[config.mk]
export PLATFORM = sky130hd
export DESIGN_NAME = fcmp_max_reduce
export DESIGN_NICKNAME = d
export VERILOG_FILES = /design/src/rtl/fcmp_max_reduce.sv
export SDC_FILE = /design/constraint.sdc
export NUM_CORES = 1
export LEC_CHECK = 0
export ABC_AREA = 0
export BUFFER_PORTS_ARGS = -buffer_cell sky130_fd_sc_hd__buf_2
export CELL_PAD_IN_SITES_DETAIL_PLACEMENT = 1
export CELL_PAD_IN_SITES_GLOBAL_PLACEMENT = 1
export CORE_MARGIN = 2
export CORE_UTILIZATION = 40
export CTS_BUF_LIST = sky130_fd_sc_hd__clkbuf_8
export CTS_CLUSTER_SIZE = 14
export DETAILED_ROUTE_END_ITERATION = 7
export GPL_TIMING_DRIVEN = 1
export PLACE_DENSITY_LB_ADDON = 0.1
export SETUP_SLACK_MARGIN = 0.02
export SYNTH_ARGS = -nofsm -noshare
export SYNTH_HDL_FRONTEND = slang
export SYNTH_SLANG_ARGS = --single-unit
[constraint.sdc]
create_clock -name clk -period 2.97 [get_ports clk]
set_input_delay 0.1485 -clock clk [delete_from_list [all_inputs] [get_ports clk]]
set_output_delay 0.1485 -clock clk [all_outputs]
set_load 0.02 [all_outputs]
[src/rtl/fcmp_max_reduce.sv]
// fcmp_max_reduce: streaming max-reduction of WINDOW FloPoCo floats, with the index of the winner and a NaN flag.
// fcmplt is the combinational less-than comparator used for the running compare.
module fcmplt #(
    parameter int WE = 4,
    parameter int WF = 3
) (
    input  logic [WE+WF+2:0] x,
    input  logic [WE+WF+2:0] y,
    output logic             xlty
);
    logic [1:0]       ex, ey;
    logic [WE+WF+1:0] mx, my;
    logic             nx, ny, nan;
    assign ex  = x[WE+WF+2:WE+WF+1];
    assign ey  = y[WE+WF+2:WE+WF+1];
    // Magnitude key orders zero < normal < inf; both zeros map to the same key.
    assign mx  = {ex, ex == 2'b01 ? x[WE+WF-1:0] : (WE+WF)'(0)};
    assign my  = {ey, ey == 2'b01 ? y[WE+WF-1:0] : (WE+WF)'(0)};
    assign nx  = x[WE+WF] & |ex;
    assign ny  = y[WE+WF] & |ey;
    assign nan = &ex | &ey;
    assign xlty = ~nan & (nx != ny ? nx : (nx ? mx > my : mx < my));
endmodule

module fcmp_max_reduce #(
    parameter int WE     = 4,
    parameter int WF     = 3,
    parameter int WINDOW = 4,
    parameter int IDX_W  = $clog2(WINDOW)
) (
    input  logic                clk,
    input  logic                rst_n,
    input  logic                in_valid,
    output logic                in_ready,
    input  logic [WE+WF+2:0]    in_data,
    output logic                out_valid,
    input  logic                out_ready,
    output logic [WE+WF+2:0]    out_max,
    output logic [IDX_W-1:0]    out_idx,
    output logic                out_nan
);
    typedef enum logic {IDLE, ACCUM} state_t;
    state_t               state_q, state_d;
    logic [IDX_W-1:0]     count_q, count_d, run_idx_q, run_idx_d, out_idx_q, out_idx_d;
    logic [WE+WF+2:0]     run_max_q, run_max_d, out_max_q, out_max_d;
    logic                 run_nan_q, run_nan_d, out_nan_q, out_nan_d, out_valid_q, out_valid_d;
    logic                 in_fire, in_nan, xlty, upd;
    logic [WE+WF+2:0]     nxt_max;
    logic [IDX_W-1:0]     nxt_idx;

    fcmplt #(.WE(WE), .WF(WF)) u_cmp (.x(run_max_q), .y(in_data), .xlty(xlty));

    assign in_ready  = ~out_valid_q | out_ready;
    assign in_fire   = in_valid & in_ready;
    assign in_nan    = &in_data[WE+WF+2:WE+WF+1];
    // Once a NaN is captured the running result is frozen.
    assign upd       = ~run_nan_q & (in_nan | xlty);
    assign nxt_max   = upd ? in_data : run_max_q;
    assign nxt_idx   = upd ? count_q : run_idx_q;
    assign out_valid = out_valid_q;
    assign out_max   = out_max_q;
    assign out_idx   = out_idx_q;
    assign out_nan   = out_nan_q;

    always_comb begin
        state_d     = state_q;
        count_d     = count_q;
        run_max_d   = run_max_q;
        run_idx_d   = run_idx_q;
        run_nan_d   = run_nan_q;
        out_max_d   = out_max_q;
        out_idx_d   = out_idx_q;
        out_nan_d   = out_nan_q;
        out_valid_d = out_valid_q & ~out_ready;
        if (in_fire && state_q == IDLE) begin
            run_max_d = in_data;
            run_idx_d = '0;
            run_nan_d = in_nan;
            count_d   = IDX_W'(1);
            state_d   = ACCUM;
        end else if (in_fire) begin
            run_max_d = nxt_max;
            run_idx_d = nxt_idx;
            run_nan_d = run_nan_q | in_nan;
            count_d   = count_q + IDX_W'(1);
            if (count_q == IDX_W'(WINDOW - 1)) begin
                out_max_d   = nxt_max;
                out_idx_d   = nxt_idx;
                out_nan_d   = run_nan_q | in_nan;
                out_valid_d = 1'b1;
                count_d     = '0;
                state_d     = IDLE;
            end
        end
    end

    always_ff @(posedge clk) begin
        if (!rst_n) begin
            state_q     <= IDLE;
            count_q     <= '0;
            run_max_q   <= '0;
            run_idx_q   <= '0;
            run_nan_q   <= 1'b0;
            out_max_q   <= '0;
            out_idx_q   <= '0;
            out_nan_q   <= 1'b0;
            out_valid_q <= 1'b0;
        end else begin
            state_q     <= state_d;
            count_q     <= count_d;
            run_max_q   <= run_max_d;
            run_idx_q   <= run_idx_d;
            run_nan_q   <= run_nan_d;
            out_max_q   <= out_max_d;
            out_idx_q   <= out_idx_d;
            out_nan_q   <= out_nan_d;
            out_valid_q <= out_valid_d;
        end
    end
endmodule

Word level (Yosys, flattened, before mapping)
Cells that the tools add are included.
- add/sub/neg operators: 1
- order comparisons: 2
- equal/unequal tests: 4
- muxes and demuxes: 19
- bitwise logic cells: 17
- reductions and logical operators: 10
- operators with widths (operator ; count):
    2-to-1 mux 10 bit ; 3
    2-to-1 mux 7 bit ; 2
    2-to-1 mux 1 bit ; 12
    > comparator 9 bit ; 1
    less-than comparator 9 bit ; 1
    NOT 1 bit ; 7
    bitwise AND 1 bit ; 6
    AND reduction 2 bit ; 3
    OR reduction 2 bit ; 3
    equality test 2 x 1 -> 1 bit, second input constant ; 2
    2-to-1 mux 2 bit ; 2
    OR 1 bit ; 4
    nonzero test 2 bit ; 2
    AND reduction 3 bit ; 1
    adder 2 x 1 -> 2 bit, second input constant ; 1
    equality test 2 bit, second input constant ; 1
    logical AND 1 bit ; 1
    != test 1 bit ; 1
- register bits after elaboration: 30
- bits of input ports: 14
- output and inout port bits: 15

Logic depth before layout (Yosys ltp)
Gate-level depths: netlist (run 1).
- depth in word-level cells: 11
- mapped depth: 12
- gate-level depth less buffers: 10

Cells and area by module
Synthesis (run 1) repeated with hierarchy kept, for this count alone.
- cells, all modules: 169
- area, all modules: 1577.8 sq um
- modules (own cells, without submodules) (module ; times used ; cells an instance ; area an instance (sq um) ; seq. area each (sq um)):
    fcmp_max_reduce ; 1 ; 123 ; 1268.7 ; 600.6
    fcmplt ; 1 ; 46 ; 309.0 ; 0.0

Worst setup path after synthesis (run 1)
OpenSTA, ideal clock, no wires.
- path kind: register to register
- start: register run_max_q[9]
- end: register out_max_q[8], in the netlist out_max[8]
- arrival time: 2.388 ns
- data required time: 2.845 ns
- path slack: 0.457 ns
- stages on the path, launching flop included: 11
- cells stage by stage: dfxtp_1 -> and2b_4 -> and2_1 -> ha_1 -> nand4_1 -> a211o_1 -> and4_1 -> a211oi_4 -> buf_6 -> mux2i_1 -> o21ai_2
- cells in the longest elaborated chain, start to end: 9
- elaborated cells on any way between the ends: 16
- classes of those cells: order compare (2); eq/ne (2); mux (4); bitwise (6); reduce/logical (2)
- ends and longest elaborated chain (what ; line ; source):
    from (decl) ; 45 ; logic [WE+WF+2:0] run_max_q, run_max_d, out_max_q, out_max_d;
    from (signal assigned) ; 111 ; run_max_q <= run_max_d;
    equality test 2 x 1 -> 1 bit ; 17 ; assign mx = {ex, ex == 2'b01 ? x[WE+WF-1:0] : (WE+WF)'(0)};
    2-to-1 mux 7 bit ; 17 ;
    less-than comparator 9 bit / > comparator 9 bit (equally long branches) ; 22 ; assign xlty = ~nan & (nx != ny ? nx : (nx ? mx > my : mx < my));
    2-to-1 mux 1 bit (2 in a row) ; 22 ;
    bitwise AND 1 bit * ; 22 ;
    OR 1 bit * ; 57 ; assign upd = ~run_nan_q & (in_nan | xlty);
    bitwise AND 1 bit * ; 57 ;
    2-to-1 mux 10 bit * ; 58 ; assign nxt_max = upd ? in_data : run_max_q;
    to (signal assigned) ; 114 ; out_max_q <= out_max_d;
    to (decl) ; 45 ;
Mark *: on every way between the ends. The rest lies on a longest branch, timed or not.
A chain may end at the register's enable or synchronous reset.

Final worst setup path (run 1)
- start: register run_max_q[9]
- end: register out_max_q[0], in the netlist out_max[0]
Same word-level chain as after synthesis.

==> results of run 1 <==
-- cell type report --
type	instances	share of cell area, %
multi-input cells	147	50.7
repair buffers	33	9.21
well taps	50	3.24
inverters	5	0.973
clock buffers	6	4.28
clock inverters	2	0.454
flip-flops and latches	30	31.1
-- cells in the final DEF (no fill, tap or decap), types with 2 or more instances in the layout --
cell and n:
dfxtp_1 30, and2_1 8, and3_1 2, inv_1 6, a211o_1 2, buf_2 28
nor2_1 6, o21a_1 2, mux2i_1 22, ha_1 10, a21oi_1 3, o21ai_1 7
a31oi_1 3, buf_4 5, nand3_1 6, a21boi_0 2, nand2_1 49, o21ai_0 7
clkbuf_8 6
-- power breakdown --
group | internal (mW) | total [mW] | leakage (nW) | switching, mW
Combinational | 0.0848 | 0.189 | 0.586 | 0.104
Sequential | 0.417 | 0.431 | 0.244 | 0.0145
Clock | 0.183 | 0.332 | 0.0524 | 0.149
Total | 0.685 | 0.952 | 0.882 | 0.267
-- final timing paths --
path                                   start           end  cells after the start
worst max-delay path            run_max_q[9]    out_max[0]                     10
worst min-delay path              in_data[0]  run_max_q[0]                      3
worst max register to register  run_max_q[9]    out_max[0]                     10
worst min register to register    out_max[4]    out_max[4]                      2
-- cell families after synthesis --
group	count (synthesis)	share of synthesized area (%)
xor+xnor	1	0.533
simple gates	79	21.9
flops	30	36.6
buf+inv	14	3.88
fa+ha+maj	10	7.62
compound gates	35	16.1
mux	22	13.4
-- flip-flops by register name, indices dropped and copies added, names as in the netlist --
| name | cells |
|---|---|
| count_q | 2 |
| out_idx | 2 |
| out_max | 10 |
| out_nan | 1 |
| out_valid | 1 |
| run_idx_q | 2 |
| run_max_q | 10 |
| run_nan_q | 1 |
| state_q | 1 |
-- through the flow --
stage,utilization (%),area [sq um],setup WS (ns),power [mW]
finish,48.6,1930,0.229,0.952
global route,48.6,1930,0.0348,1.01
CTS,48.6,1930,0.216,0.969
detailed placement,46.3,1840,0.236,0.630
global placement,46.3,1840,0.368,0.622
floorplan,-,1640,0.457,0.576
-- per-layer routing --
metal,part of all wire [%],track usage [%],vias to the layer above
li1,-,-,724
met1,48,26.6,684
met2,49,33.1,21
met3,2.8,4.44,4
met4,0.76,4.50,0
met5,0,0,-
-- worst register-to-register path: stages, from the launching register on --
cell      delay [ns]
dfxtp_1         0.42
and2b_4         0.26
and2_1          0.17
ha_1            0.30
nand4_1         0.14
a211o_1         0.31
and4_1          0.20
a211oi_4        0.18
buf_4           0.24
mux2i_1         0.31
o21ai_1         0.08
==> results.yml, run 1 <==
timing:
  skew_ns: 0.00383
  hold_slack_ns: 0.145
  max_freq_ghz: 0.365
  min_period_ns: 2.74
  finalSetupViolCount: 0
  setup_tns_ns: 0
  relSlewSlack_pct: 59.3
  worst_pin_slew_ns: 0.611
  finalCritPeriodShare_pct: 92.3
  slew_viol_final: 0
  hold_viol_final: 0
  rsz0062_at_grt: "no"
min_path:
  hold_class: "in2reg"
synth:
  synth_fp_nets: 215
  synthArstFlopShare_pct: 0
  avgSynthCellArea_sq_um: 8.60
  syn_inst: 191
  ys_top_cells_by_area: "dfxtp_1 (37%), mux2i_1 (13%), nand2_1 (11%)"
  yosys.cell_types.count: 37
  yosysWarnings: 0
  synth_edf_count: 0
  synth_seq_cells: 30
  syn_area_sq_um: 1640
  ys.flop_type: "dfxtp_1"
  yosysTopAreaCell: "dfxtp_1"
  synth_top_area_share_pct: 36.6
  synth.most_common_cell: "nand2_1"
  synthTopCellsByCount: "nand2_1 (49), dfxtp_1 (30), mux2i_1 (22), ha_1 (10), and2_1 (8)"
  synth-seq-area-share_pct: 36.6
final_layout:
  nFillCells: 489
  final_net_count: 246
  multi_input_area_sq_um: 978
  instances_no_fill: 273
  drive_gt1_share_pct: 21.5
  areaGrowthSynthToFinish_pct: 17.4
  regArea_sq_um: 601
  diodes: 0
route:
  viasPerCell: 5.25
  drt-total-wl_microns: 4100
  ant_nets: 0
  drc_errors: 0
  wl_per_cell_microns: 15.0
  first_pass_iters: 4
  num_vias: 1433
  detail_route.iter0.violations: 17
worst_setup_path:
  max_stage_delay_ns: 0.42
  end_kind: "register"
  critical_path.max_fanout: 10
  worstPathArrival_ns: 2.89
  critical-path-top-delay-family: "simple AND/OR/NAND/NOR gates"
  criticalPathCategory: "reg2reg"
  r2r_slack_ns: 0.23
  start_kind: "register"
  path_cells: "and2b_4 > and2_1 > ha_1 > nand4_1 > a211o_1 > and4_1 > a211oi_4 > buf_4 > mux2i_1 > o21ai_1"
  critPathRequiredTime_ns: 3.12
  crit_path_top_delay_cell: "dfxtp_1"
  path_buf_inv: 1
floorplanning:
  start_util_pct: 41.4
  chipWidth_microns: 68.1
  core-area_sq_um: 3970
  die_y_microns: 68.1
  pin_count: 29
  rows: 23
  die_area_sq_um: 4640
global_routing:
  grt_pass1_wl_microns: 6870
  grt_pass1_vias: 1466
  grt_max_degree: 28
  track_usage_pct: 20.0
  antenna_found_initial: 0
  grt_overflow: 0
place:
  gp_congestion: 0.844
  dpl.hpwl_microns: 3230
  port_buffers: 28
  dp.cells: 265
clock_network:
  clock_sink_count: 30
  clk_latency_ns: 0.27
  ctsHoldBuffers: 0
  path_clk_slew_ns: 0.06
  ctsResizeCount: 0
  cts_tree: "done"
  root_buffer: "clkbuf_8"
  cts_setup_buffers: 0
  clk_path_buf_depth: 2
  htree_levels: 2
  numCtsBuffers: 5
run:
  cap_viol_max_count: 0
run_status:
  status: "complete, no violations"
pwr:
  p_leak_nw: 0.882
  ir_worst_vdd_uv: 224
  p_per_area_nw_per_um2: 493
Power figures use the tool's default switching activity.
==> inputs of run 2 (changes only) <==
Settings changed: PLACE_DENSITY_LB_ADDON 0.1 to 0.12.
==> results.yml, run 2 (same netlist as run 1, synthesis figures left out) <==
run_status:
  status: "complete, no violations"
final_layout:
  final_net_count: 246
  layout_common_cells: "nand2_1 (49), dfxtp_1 (30), buf_2 (28)"
  drive_gt1_share_pct: 22.4
  layout_commonest_cell: "nand2_1"
  nFillCells: 480
  areaGrowthSynthToFinish_pct: 19.4
  diodes: 0
  instances_no_fill: 273
worst_setup_path:
  crit_path_top_delay_cell: "dfxtp_1"
  max_stage_delay_ns: 0.41
  critical_path.max_fanout: 11
  r2r_cells: 10
  worstPathArrival_ns: 2.88
  critPathRequiredTime_ns: 3.12
  path_buf_inv: 1
  rr_endpoint: "out_max[3]"
  start_kind: "register"
  criticalPathCategory: "reg2reg"
  r2r-start: "run_max_q[9]"
  critical-path-top-delay-family: "simple AND/OR/NAND/NOR gates"
  path_cells: "and2b_4 > and2_1 > ha_1 > nand4_1 > a211o_1 > and4_1 > a211oi_4 > buf_4 > mux2i_1 > o21ai_0"
  end_kind: "register"
  r2r_slack_ns: 0.24
timing:
  rsz0062_at_grt: "no"
  skew_ns: 0.00295
  setup_tns_ns: 0
  worst_pin_slew_ns: 0.513
  slew_viol_final: 0
  finalSetupViolCount: 0
  min_period_ns: 2.73
  hold_slack_ns: 0.136
  finalCritPeriodShare_pct: 91.9
  max_freq_ghz: 0.366
  relSlewSlack_pct: 65.7
  hold_viol_final: 0
clock_network:
  htree_levels: 2
  cts_setup_buffers: 0
  numCtsBuffers: 5
  ctsHoldBuffers: 0
  clock_sink_count: 30
  path_clk_slew_ns: 0.07
  clk_latency_ns: 0.28
  root_buffer: "clkbuf_8"
  clk_path_buf_depth: 2
  cts_tree: "done"
place:
  dpl.hpwl_microns: 3070
  port_buffers: 28
  dp.cells: 265
  gp_congestion: 0.916
route:
  drt-total-wl_microns: 4160
  detail_route.iter0.violations: 47
  drc_errors: 0
  first_pass_iters: 4
  wl_per_cell_microns: 15.2
  num_vias: 1449
  ant_nets: 0
  viasPerCell: 5.31
global_routing:
  grt_pass1_wl_microns: 6560
  track_usage_pct: 19.2
  grt_pass1_vias: 1361
  antenna_found_initial: 0
  grt_overflow: 0
  grt_max_degree: 28
min_path:
  hold_end: "run_max_q[0]"
  hold_depth: 3
  hold_class: "in2reg"
  min_from: "in_data[0]"
pwr:
  p_leak_nw: 0.889
  ir_worst_vdd_uv: 210
  p_per_area_nw_per_um2: 525
  power_mw: 1.03
floorplanning:
  die_y_microns: 68.1
  die_area_sq_um: 4640
  core-area_sq_um: 3970
  chipWidth_microns: 68.1
  pin_count: 29
  start_util_pct: 41.4
  rows: 23
run:
  cap_viol_max_count: 0
-- run 2: changes by cell type in the layout (fill, tap and decap cells not counted) --
cell	previous run	this run
a31oi_1	3	2
a31oi_4	0	1
bufinv_16	0	1
inv_1	6	5
clkinv_2	1	2
clkbuf_8	6	5
-- run 2: metrics by stage --
step / instance area, sq um / setup WS, ns / utilization [%]
global placement: 1840 / 0.162 / 46.3
global route: 1960 / 0.0348 / 49.4
finish: 1960 / 0.241 / 49.4
floorplan: 1640 / 0.457 / -
CTS: 1950 / 0.110 / 49.0
detailed placement: 1840 / 0.0611 / 46.3
-- run 2: per-layer routing --
layer	vias up	global-route usage, %	routed length, microns
met2	27	30.0	1980
met4	0	7.50	66
met5	-	0	0
met1	696	25.5	1960
met3	8	4.44	152
li1	718	-	-
-- run 2: how the worst max path moves through the flow --
stage	startpoint	end	slack [ns]	depth (start not counted)
final	run_max_q[9]	out_max[3]	0.24	10
after global routing	run_max_q[9]	out_max[3]	0.03	10
after CTS	run_max_q[9]	run_max_q[5]	0.11	10
after detailed placement	in_data[8]	run_max_q[1]	0.06	12
after global placement	in_data[8]	run_max_q[3]	0.16	12
after floorplan	run_max_q[9]	out_max[8]	0.46	10
-- run 2: worst min-delay path, delay by kind of cell --
family        cells  cell delay [ns]
mux               1             0.06
buf+inv           1             0.11
simple gates      1             0.05
-- run 2: where the power goes --
| group | switching, mW | internal (mW) |
|---|---|---|
| registers | 0.0158 | 0.417 |
| clock network | 0.157 | 0.247 |
| logic | 0.108 | 0.0860 |
-- run 2: what timing repair did --
action                                  CTS  global route
endpoints found under the setup margin    0             9
gates resized for setup                   0             2
endpoints found under the hold margin     0             0
-- run 2: final cells by class --
cell class / count / area, sq um / share of cell area, %
clock inverter: 3 / 40.0 / 2.04
multi-input combinational: 147 / 993 / 50.6
timing repair buffer: 33 / 178 / 9.06
clock buffer: 5 / 68.8 / 3.51
sequential: 30 / 601 / 30.6
inverter: 5 / 18.8 / 0.957
tap: 50 / 62.6 / 3.19
